$ cat config.mk
export PLATFORM = sky130hd
export DESIGN_NAME = ahb_master_arbiter
export DESIGN_NICKNAME = d
export VERILOG_FILES = /design/src/rtl/ahb_master_arbiter.sv
export SDC_FILE = /design/constraint.sdc
export NUM_CORES = 1
export LEC_CHECK = 0
export BUFFER_PORTS_ARGS = -buffer_cell sky130_fd_sc_hd__buf_2
export CORE_MARGIN = 2
export CORE_UTILIZATION = 42
export CTS_BUF_LIST = sky130_fd_sc_hd__clkbuf_16
export CTS_CLUSTER_DIAMETER = 100
export CTS_CLUSTER_SIZE = 25
export DETAILED_ROUTE_END_ITERATION = 8
export MAX_ROUTING_LAYER = met4
export PLACE_DENSITY = 0.87
export SLEW_MARGIN = 10
export SYNTH_ARGS = -nofsm -noshare
export SYNTH_HDL_FRONTEND = slang
export SYNTH_HIERARCHICAL = 1
export SYNTH_SLANG_ARGS = --single-unit
$ cat constraint.sdc
create_clock -name h_clk -period 1.6 [get_ports h_clk]
set_input_delay 0.24 -clock h_clk [delete_from_list [all_inputs] [get_ports h_clk]]
set_output_delay 0.24 -clock h_clk [all_outputs]
set_load 0.02 [all_outputs]
$ cat src/rtl/ahb_master_arbiter.sv
// AHB-Lite single-master arbiter for the PLIC register bus.
// NUM_REQ single-transfer requesters share one AHB master port under
// round-robin arbitration. One transfer is in flight at a time.

// Per-requester handshake decode: turns the shared grant index into this
// requester's accept pulse and completion pulse.
module ahb_arb_lane #(
  parameter int PW  = 1,
  parameter int IDX = 0
) (
  input  logic [PW-1:0] acc_sel,
  input  logic          acc_en,
  input  logic [PW-1:0] rsp_sel,
  input  logic          rsp_en,
  output logic          ready,
  output logic          valid
);
  assign ready = acc_en & (acc_sel == PW'(IDX));
  assign valid = rsp_en & (rsp_sel == PW'(IDX));
endmodule

module ahb_master_arbiter #(
  parameter int NUM_REQ = 2,
  parameter int TIMEOUT = 16
) (
  input  logic                   h_clk,
  input  logic                   h_reset_n,
  input  logic [NUM_REQ-1:0]     req_valid,
  input  logic [NUM_REQ-1:0]     req_write,
  input  logic [NUM_REQ*32-1:0]  req_addr,
  input  logic [NUM_REQ*32-1:0]  req_wdata,
  input  logic [NUM_REQ*3-1:0]   req_size,
  output logic [NUM_REQ-1:0]     req_ready,
  output logic [NUM_REQ-1:0]     rsp_valid,
  output logic [31:0]            rsp_rdata,
  output logic                   rsp_err,
  output logic [31:0]            h_addr,
  output logic [2:0]             h_burst,
  output logic [2:0]             h_size,
  output logic [1:0]             h_trans,
  output logic                   h_write,
  output logic [31:0]            h_wdata,
  output logic [3:0]             h_prot,
  output logic                   h_sel_0,
  output logic                   h_ready,
  input  logic [31:0]            h_rdata,
  input  logic                   h_ready_out,
  input  logic                   h_resp
);
  localparam int PW = (NUM_REQ > 1) ? $clog2(NUM_REQ) : 1;
  localparam int CW = $clog2(TIMEOUT) + 1;
  localparam logic [1:0] TRANS_IDLE   = 2'b00;
  localparam logic [1:0] TRANS_NONSEQ = 2'b10;

  typedef enum logic [1:0] {S_IDLE, S_ADDR, S_DATA, S_RESP} state_t;

  state_t        state, nxt;
  logic [PW-1:0] ptr;
  logic [PW-1:0] gnt;
  logic [PW-1:0] gnt_next;
  logic          any_req;
  logic          accept;
  logic          bad;
  logic [CW-1:0] cnt;
  logic          cnt_last;
  logic [31:0]   sel_addr;
  logic [2:0]    sel_size;
  logic [31:0]   lat_addr;
  logic [31:0]   lat_wdata;
  logic [2:0]    lat_size;
  logic          lat_write;
  logic [31:0]   rdata_q;
  logic          err_q;

  // Round-robin: first valid requester scanning upward from ptr+1.
  always_comb begin
    int idx;
    idx      = 0;
    any_req  = 1'b0;
    gnt_next = ptr;
    for (int i = 1; i <= NUM_REQ; i++) begin
      idx = int'(ptr) + i;
      if (idx >= NUM_REQ) idx = idx - NUM_REQ;
      if (!any_req && req_valid[idx]) begin
        any_req  = 1'b1;
        gnt_next = PW'(idx);
      end
    end
  end

  assign sel_addr = req_addr[int'(gnt_next)*32 +: 32];
  assign sel_size = req_size[int'(gnt_next)*3 +: 3];

  // Unsupported size or misaligned address completes with error, no bus cycle.
  assign bad = (sel_size > 3'd2) ||
               ((sel_size == 3'd1) && sel_addr[0]) ||
               ((sel_size == 3'd2) && (sel_addr[1:0] != 2'b00));

  // Reset gates the accept so req_ready stays low while reset is held.
  assign accept   = (state == S_IDLE) && any_req && h_reset_n;
  assign cnt_last = (cnt == CW'(TIMEOUT - 1));

  // State register.
  always_ff @(posedge h_clk or negedge h_reset_n) begin
    if (!h_reset_n) state <= S_IDLE;
    else            state <= nxt;
  end

  // Next-state logic.
  always_comb begin
    nxt = state;
    case (state)
      S_IDLE: if (accept) nxt = bad ? S_RESP : S_ADDR;
      S_ADDR: if (h_ready_out) nxt = S_DATA;
      S_DATA: if (h_ready_out || cnt_last) nxt = S_RESP;
      S_RESP: nxt = S_IDLE;
      default: nxt = S_IDLE;
    endcase
  end

  // Request latch, round-robin pointer, wait counter and response capture.
  always_ff @(posedge h_clk or negedge h_reset_n) begin
    if (!h_reset_n) begin
      ptr       <= PW'(NUM_REQ - 1);
      gnt       <= '0;
      cnt       <= '0;
      lat_addr  <= '0;
      lat_wdata <= '0;
      lat_size  <= '0;
      lat_write <= 1'b0;
      rdata_q   <= '0;
      err_q     <= 1'b0;
    end else begin
      case (state)
        S_IDLE: if (accept) begin
          lat_addr  <= sel_addr;
          lat_wdata <= req_wdata[int'(gnt_next)*32 +: 32];
          lat_size  <= sel_size;
          lat_write <= req_write[gnt_next];
          gnt       <= gnt_next;
          ptr       <= gnt_next;
          cnt       <= '0;
          rdata_q   <= '0;
          err_q     <= bad;
        end
        S_DATA: begin
          if (h_ready_out) begin
            // A two-cycle ERROR is taken from its ready-high cycle.
            rdata_q <= lat_write ? 32'h0 : h_rdata;
            err_q   <= h_resp;
            cnt     <= '0;
          end else if (cnt_last) begin
            rdata_q <= '0;
            err_q   <= 1'b1;
            cnt     <= '0;
          end else begin
            cnt <= cnt + 1'b1;
          end
        end
        default: ;
      endcase
    end
  end

  // Bus and response outputs, decoded from state only.
  always_comb begin
    h_trans   = TRANS_IDLE;
    h_sel_0   = 1'b0;
    h_addr    = '0;
    h_write   = 1'b0;
    h_size    = '0;
    h_wdata   = '0;
    rsp_rdata = '0;
    rsp_err   = 1'b0;
    case (state)
      S_ADDR: begin
        h_trans = TRANS_NONSEQ;
        h_sel_0 = 1'b1;
        h_addr  = lat_addr;
        h_write = lat_write;
        h_size  = lat_size;
      end
      S_DATA: h_wdata = lat_write ? lat_wdata : 32'h0;
      S_RESP: begin
        rsp_rdata = rdata_q;
        rsp_err   = err_q;
      end
      default: ;
    endcase
  end

  assign h_burst = 3'b000;
  assign h_prot  = 4'b0011;
  assign h_ready = h_ready_out;

  for (genvar i = 0; i < NUM_REQ; i++) begin : g_lane
    ahb_arb_lane #(.PW(PW), .IDX(i)) u_lane (
      .acc_sel (gnt_next),
      .acc_en  (accept),
      .rsp_sel (gnt),
      .rsp_en  (state == S_RESP),
      .ready   (req_ready[i]),
      .valid   (rsp_valid[i])
    );
  end

endmodule

==> impl_metrics.py, run 1 <==
metrics = {
    "outcome": {
        "status": "finished, violations left",
        "violations": "negative setup slack",
    },
    "floorplanning": {
        "dieArea_sq_um": 14920,
        "start_util_pct": 42.56,
        "fp-row-count": 43,
        "die_x_microns": 122.1,
        "die_h_microns": 122.1,
        "io_pins": 290,
        "coreArea_sq_um": 13770,
    },
    "synthesis": {
        "synth-simple-area-share_pct": 22.56,
        "synth_compound_area_share_pct": 11.04,
        "synth_top_family_by_area": "simple AND/OR/NAND/NOR gates",
        "yosys-top-cells-count": "nand2_1 (140), dfrtp_1 (109), and2_1 (72), o21ai_0 (71), mux2i_1 (69)",
        "synth-seq-area-share_pct": 46.98,
        "synth_top_area_share_pct": 46.53,
        "synth_fa_ha_area_share_pct": 1.281,
        "syn_area_sq_um": 5862,
        "synth-seq-cells": 110,
        "synth_largest_area_cell": "dfrtp_1",
        "syn_inst": 640,
        "syn_area_per_cell_sq_um": 9.159,
        "async_flop_share_pct": 100.0,
        "synth_warnings": 6,
        "synth_edf_count": 0,
        "netlist_top_cells_area": "dfrtp_1 (47%), mux2i_1 (12%), nand2_1 (9.0%)",
        "synth_ff_type": "dfrtp_1",
        "synth_most_common_cell": "nand2_1",
        "synth_xor_area_share_pct": 0,
        "yosys-mux-area-fraction_pct": 12.04,
        "ys_types": 39,
    },
    "power": {
        "power_frac_seq_pct": 28.7,
        "pwr-share-comb_pct": 58.0,
        "pwr-share-clk_pct": 13.3,
        "swShare_pct": 39.64,
        "switching_power_mw": 6.517,
        "p_per_area_nw_per_um2": 1746,
        "ir_worst_vdd_v": 0.0007649,
        "p_leak_nw": 5.002,
        "p_int_mw": 9.922,
    },
    "clock_tree": {
        "clock_sinks": 110,
        "clk_pin_slew_worst_paths_ns": 0.07,
        "cts_buffers": 9,
        "h-tree-depth": 3,
        "ctsLongestPathBuffers": 2,
        "insertion_delay_ns": 0.35,
        "cts_root_buf": "clkbuf_16",
        "ctsHoldBuffers": 0,
        "cts_tree": "yes",
    },
    "timing": {
        "worst_pin_slew_ns": 0.5930,
        "hold_viol_final": 0,
        "finalWorstSetupSlack_ns": -0.2686,
        "period_needed_ns": 1.869,
        "rsz0062_at_grt": "true",
        "relSlewSlack_pct": 60.47,
        "drv_slew": 0,
        "post-route-period-util_pct": 116.8,
        "setup_tns_ns": -26.24,
        "setup_viol_count_final": 142,
        "fin_worst_skew_ns": 0.004804,
        "maxClockFrequency_mhz": 535.2,
    },
    "routing": {
        "routed-via-count": 5802,
        "drc": 0,
        "drt-initial-drc-count": 203,
        "vias_per_cell": 5.103,
        "wl_per_cell_microns": 17.69,
        "first_pass_iters": 4,
        "drt.antenna.violating_nets": 0,
        "routed_wl_microns": 20120,
    },
    "place": {
        "dpl.cell_count": 1089,
        "io_buffers": 281,
        "hpwl_microns": 11870,
        "routabilityCongestion": 0.8613,
    },
    "finish": {
        "n_antenna_cell": 0,
        "fin_nets": 1134,
        "fillCellCount": 1058,
        "drive_above_1_share_pct": 52.35,
        "area_delta_synth_final_pct": 60.60,
        "utilization_pct": 68.35,
        "final_cells": 1137,
    },
    "worst_setup_path": {
        "rr_endpoint": "rdata_q[2]",
        "critPathKind": "reg2out",
        "slowest_stage": "dfrtp_1",
        "cp-end-kind": "output port",
        "cp.arrival_ns": 1.63,
        "rrSetupSlack_ns": -0.17,
        "worstRegToRegCells": 11,
        "cp-start-kind": "flop",
        "crit_fanout": 16,
        "crit_chain": "buf_4, ha_4, clkbuf_16, and3_1, buf_2",
        "cp_slowest_stage_delay_ns": 0.41,
        "crit_family": "buffers and inverters",
        "reg2reg_from": "state[1]",
        "path_buf_inv": 3,
        "required_ns": 1.36,
    },
    "global_route": {
        "grt_start_max_net_pins": 111,
        "grt_usage_pct": 23.12,
        "grt_pass1_wl_microns": 25780,
        "grt_antenna_before_repair": 0,
        "grt_pass1_vias": 5240,
        "overflow": 0,
    },
    "min_path": {
        "hold_path.class": "in2async",
    },
    "job": {
        "cap_violations": 0,
    },
}
==> what timing repair did <==
| action | CTS | global route |
|---|---|---|
| gates resized for setup | 107 | 216 |
| cloned | 3 | 16 |
| setup buffers | 12 | 5 |
| pin swaps | 6 | 52 |
| endpoints found under the setup margin | 137 | 200 |
==> sequential cells by signal (all words and copies together) (netlist names) <==
signal / flops
cnt: 5
err_q: 1
gnt: 1
lat_addr: 32
lat_size: 3
lat_wdata: 32
lat_write: 1
ptr: 1
rdata_q: 32
state: 2
==> per-stage QoR <==
step           area (sq um)  total power [mW]  hold WS [ns]  setup WS (ns)
2_1_floorplan          5889             8.369      -0.05559       0.008522
5_1_grt                9414             17.31       0.07431        -0.3042
3_5_place_dp           7644             10.54        0.4272       -0.07914
3_3_place_gp           7644             10.31        0.4266        0.02625
4_1_cts                8399             13.93       0.04914        -0.2316
6_report               9414             16.44       0.01847        -0.2686
==> per-layer routing <==
layer	share of wire [%]	track usage (%)	up-vias
met5	0	-	-
met4	2.1	7.902	0
met3	5.3	3.652	29
met2	53	39.91	236
met1	39	27.51	2790
li1	-	-	2747
==> power by group through the flow <==
stage                     logic [mW]  registers (mW)  clock network (mW)
after floorplan                 4.01            4.36                   0
after global placement          5.79            4.52                   0
after detailed placement        6.00            4.54                   0
after CTS                       7.21            4.51                2.20
after global routing            10.2            4.82                2.34
final                           9.54            4.72                2.18
==> area by class of cell <==
class,instances,area [sq um],area share (%)
Sequential cell,110,2754,29.25
Multi-Input combinational cell,473,3336,35.43
Tap cell,180,225.2,2.392
Timing Repair Buffer,353,2801,29.76
Clock buffer,9,225.2,2.392
Clock inverter,5,46.29,0.4918
Inverter,7,26.28,0.2791
==> placed cells by master, fill, tap and decap left out, drive strengths merged, types with 3 or more instances in the layout <==
master,netlist,final
and3,32,32
dfrtp,109,109
buf,27,341
and2,72,72
inv,7,10
nand2,141,141
ha,6,6
o21ai,108,108
mux2i,69,69
a21oi,3,3
nor2,7,7
clkbuf,29,21
nand3,4,4
nor2b,5,5
conb,2,8
==> worst reg2reg max path, delay by kind of cell, from the launching register on <==
kind            cells  cell delay, ns
buf+inv             6            0.71
flops               1            0.39
simple gates        1            0.05
compound gates      3            0.38
fa+ha+maj           1            0.16
==> cell families (layout without fill, tap and decap cells) <==
kind of cell / Yosys count / in the layout
flops: 110 / 110
simple gates: 268 / 268
compound gates: 121 / 121
buf+inv: 63 / 374
mux: 70 / 70
fa+ha+maj: 6 / 6
other cells: 2 / 8
==> how the worst max path moves through the flow <==
stage                   from          end  cells after the start
floorplan           state[0]       cnt[0]                      7
global placement    state[1]       cnt[2]                      7
detailed placement  state[0]  h_wdata[29]                      5
CTS                 state[1]  h_wdata[17]                      5
global route        state[0]  h_wdata[20]                      5
finish              state[1]  h_wdata[30]                      5
No activity file was read; power rests on OpenSTA's default activity.
==> inputs of run 2 (changes only) <==
CORE_MARGIN = not set   (was 2)
==> impl_metrics.py, run 2 (synthesis results as in run 1) <==
metrics = {
    "outcome": {
        "status": "finished, violations left",
        "violations": "negative setup slack",
    },
    "clock_tree": {
        "h-tree-depth": 3,
        "clock_sinks": 110,
        "ctsLongestPathBuffers": 2,
        "insertion_delay_ns": 0.34,
        "cts_root_buf": "clkbuf_16",
        "cts_buffers": 9,
        "ctsHoldBuffers": 0,
        "clk_pin_slew_worst_paths_ns": 0.07,
        "cts_tree": "yes",
    },
    "routing": {
        "drt.antenna.violating_nets": 0,
        "wl_met2_microns": 9592,
        "first_pass_iters": 4,
        "drt-initial-drc-count": 222,
        "drc": 0,
        "routed_wl_microns": 18420,
        "routed-via-count": 5663,
        "wl_per_cell_microns": 16.34,
        "wl_met3_microns": 842,
        "wl_met1_microns": 7467,
        "routed.top_layer": "met4",
        "vias_per_cell": 5.025,
    },
    "worst_setup_path": {
        "crit_family": "buffers and inverters",
        "rrSetupSlack_ns": -0.21,
        "cp-start-kind": "flop",
        "startpoint": "state[1]",
        "required_ns": 1.36,
        "slowest_stage": "dfrtp_1",
        "cp-end-kind": "output port",
        "cp.arrival_ns": 1.60,
        "crit_top_cell": "buf_6",
        "cp_slowest_stage_delay_ns": 0.40,
        "path_buf_inv": 5,
        "critPathKind": "reg2out",
        "crit_chain": "inv_2, buf_6, ha_4, o211ai_4, inv_2, buf_6, and2_4, buf_6",
        "reg2reg_from": "state[1]",
        "crit_fanout": 3,
    },
    "timing": {
        "whs_ns": 0.01057,
        "finalWorstSetupSlack_ns": -0.2390,
        "hold_viol_final": 0,
        "rsz0062_at_grt": "true",
        "post-route-period-util_pct": 114.9,
        "worst_pin_slew_ns": 0.6054,
        "period_needed_ns": 1.839,
        "maxClockFrequency_mhz": 543.8,
        "setup_viol_count_final": 143,
        "fin_worst_skew_ns": 0.006573,
        "relSlewSlack_pct": 59.64,
        "setup_tns_ns": -25.21,
        "drv_slew": 0,
    },
    "finish": {
        "reg_top3": "lat_addr: 32 flops, lat_wdata: 32 flops, rdata_q: 32 flops",
        "drive_above_1_share_pct": 46.21,
        "fin_nets": 1125,
        "final_common_cell": "buf_2",
        "final_cell_mix": "buf_2 (216), nand2_1 (124), dfrtp_1 (109)",
        "fillCellCount": 1035,
        "utilization_pct": 67.13,
        "area_delta_synth_final_pct": 54.07,
    },
    "job": {
        "cap_violations": 0,
    },
    "power": {
        "swShare_pct": 38.42,
        "p_per_area_nw_per_um2": 1692,
        "finalPower_mw": 15.28,
        "power_frac_seq_pct": 30.3,
        "p_int_mw": 9.410,
        "pwr-share-comb_pct": 55.7,
        "switching_power_mw": 5.871,
        "ir_worst_vdd_v": 0.0007243,
        "p_leak_nw": 4.804,
        "pwr-share-clk_pct": 14.0,
    },
    "floorplanning": {
        "io_pins": 290,
        "dieArea_sq_um": 14430,
        "fp-row-count": 42,
        "die_h_microns": 120.1,
        "coreArea_sq_um": 13450,
        "die_x_microns": 120.1,
        "start_util_pct": 43.57,
    },
    "global_route": {
        "grt_pass1_vias": 5250,
        "overflow": 0,
        "grt_pass1_wl_microns": 26140,
        "grt_start_max_net_pins": 111,
        "grt_usage_pct": 23.85,
        "grt_antenna_before_repair": 1,
    },
    "place": {
        "post-place-ws_ns": -0.1227,
        "routabilityCongestion": 0.8215,
        "io_buffers": 281,
        "hpwl_microns": 11650,
    },
    "min_path": {
        "hold_path.class": "in2async",
    },
}
run 2: changes by cell type in the layout (fill, tap and decap cells not counted), moves of 12 or more:
cell	change
nand2_1	+17
nand2_4	-16
o21ai_2	-15
and2_1	+13
and2_4	-13
buf_4	+13
o21ai_0	+12
run 2: routing by layer:
layer	GRT usage, %	vias to the layer above
li1	-	2740
met1	28.54	2669
met2	41.09	221
met3	3.089	33
met4	8.594	0
met5	-	-
run 2: path summary, 6_finish.rpt:
path / cells after the start / to
worst max register to register: 11 / rdata_q[1]
worst min-delay path: 2 / rdata_q[25]
max in group asynchronous: 2 / rdata_q[12]
worst min register to register: 2 / rdata_q[17]
min in group h_clk: 3 / rdata_q[26]
worst max-delay path: 8 / req_ready[1]
run 2: repair_timing:
item	CTS	global route
resized for setup	134	106
pin swaps	3	8
cloned	5	9
endpoints found under the setup margin	125	149
setup buffers	14	6
run 2: worst register-to-register path: cells and delay by family (launching register included):
kind / cells / cell delay, ns
adder cells (fa/ha/maj): 1 / 0.16
AND/OR/NAND/NOR: 1 / 0.05
AO/OA/AOI/OAI: 3 / 0.42
buffers and inverters: 6 / 0.71
flip-flops: 1 / 0.40
run 2: layout make-up:
cell class              instances  area (sq um)  share of cell area, %
multi-input cells             474          3104                  34.37
flip-flops and latches        110          2754                  30.49
repair buffers                343          2644                  29.27
clock buffers                   9         225.2                  2.494
well taps                     176         220.2                  2.438
clock inverters                 7         52.55                 0.5819
inverters                       7         28.78                 0.3186
diodes                          1         2.502                0.02771
run 2: stage by stage:
stage                     instances  area, sq um
final                          1127         9031
after global routing           1127         9031
after CTS                      1114         8549
after detailed placement       1079         7606
after global placement         1079         7606
after floorplan                 646         5889
run 2: power by group through the flow:
| stage | clock [mW] | sequential, mW | combinational (mW) |
|---|---|---|---|
| 2_1_floorplan | 0 | 4.36 | 4.01 |
| 5_1_grt | 2.30 | 4.76 | 9.15 |
| 4_1_cts | 2.17 | 4.54 | 7.54 |
| 6_report | 2.14 | 4.63 | 8.51 |
| 3_3_place_gp | 0 | 4.53 | 5.71 |
| 3_5_place_dp | 0 | 4.55 | 5.90 |
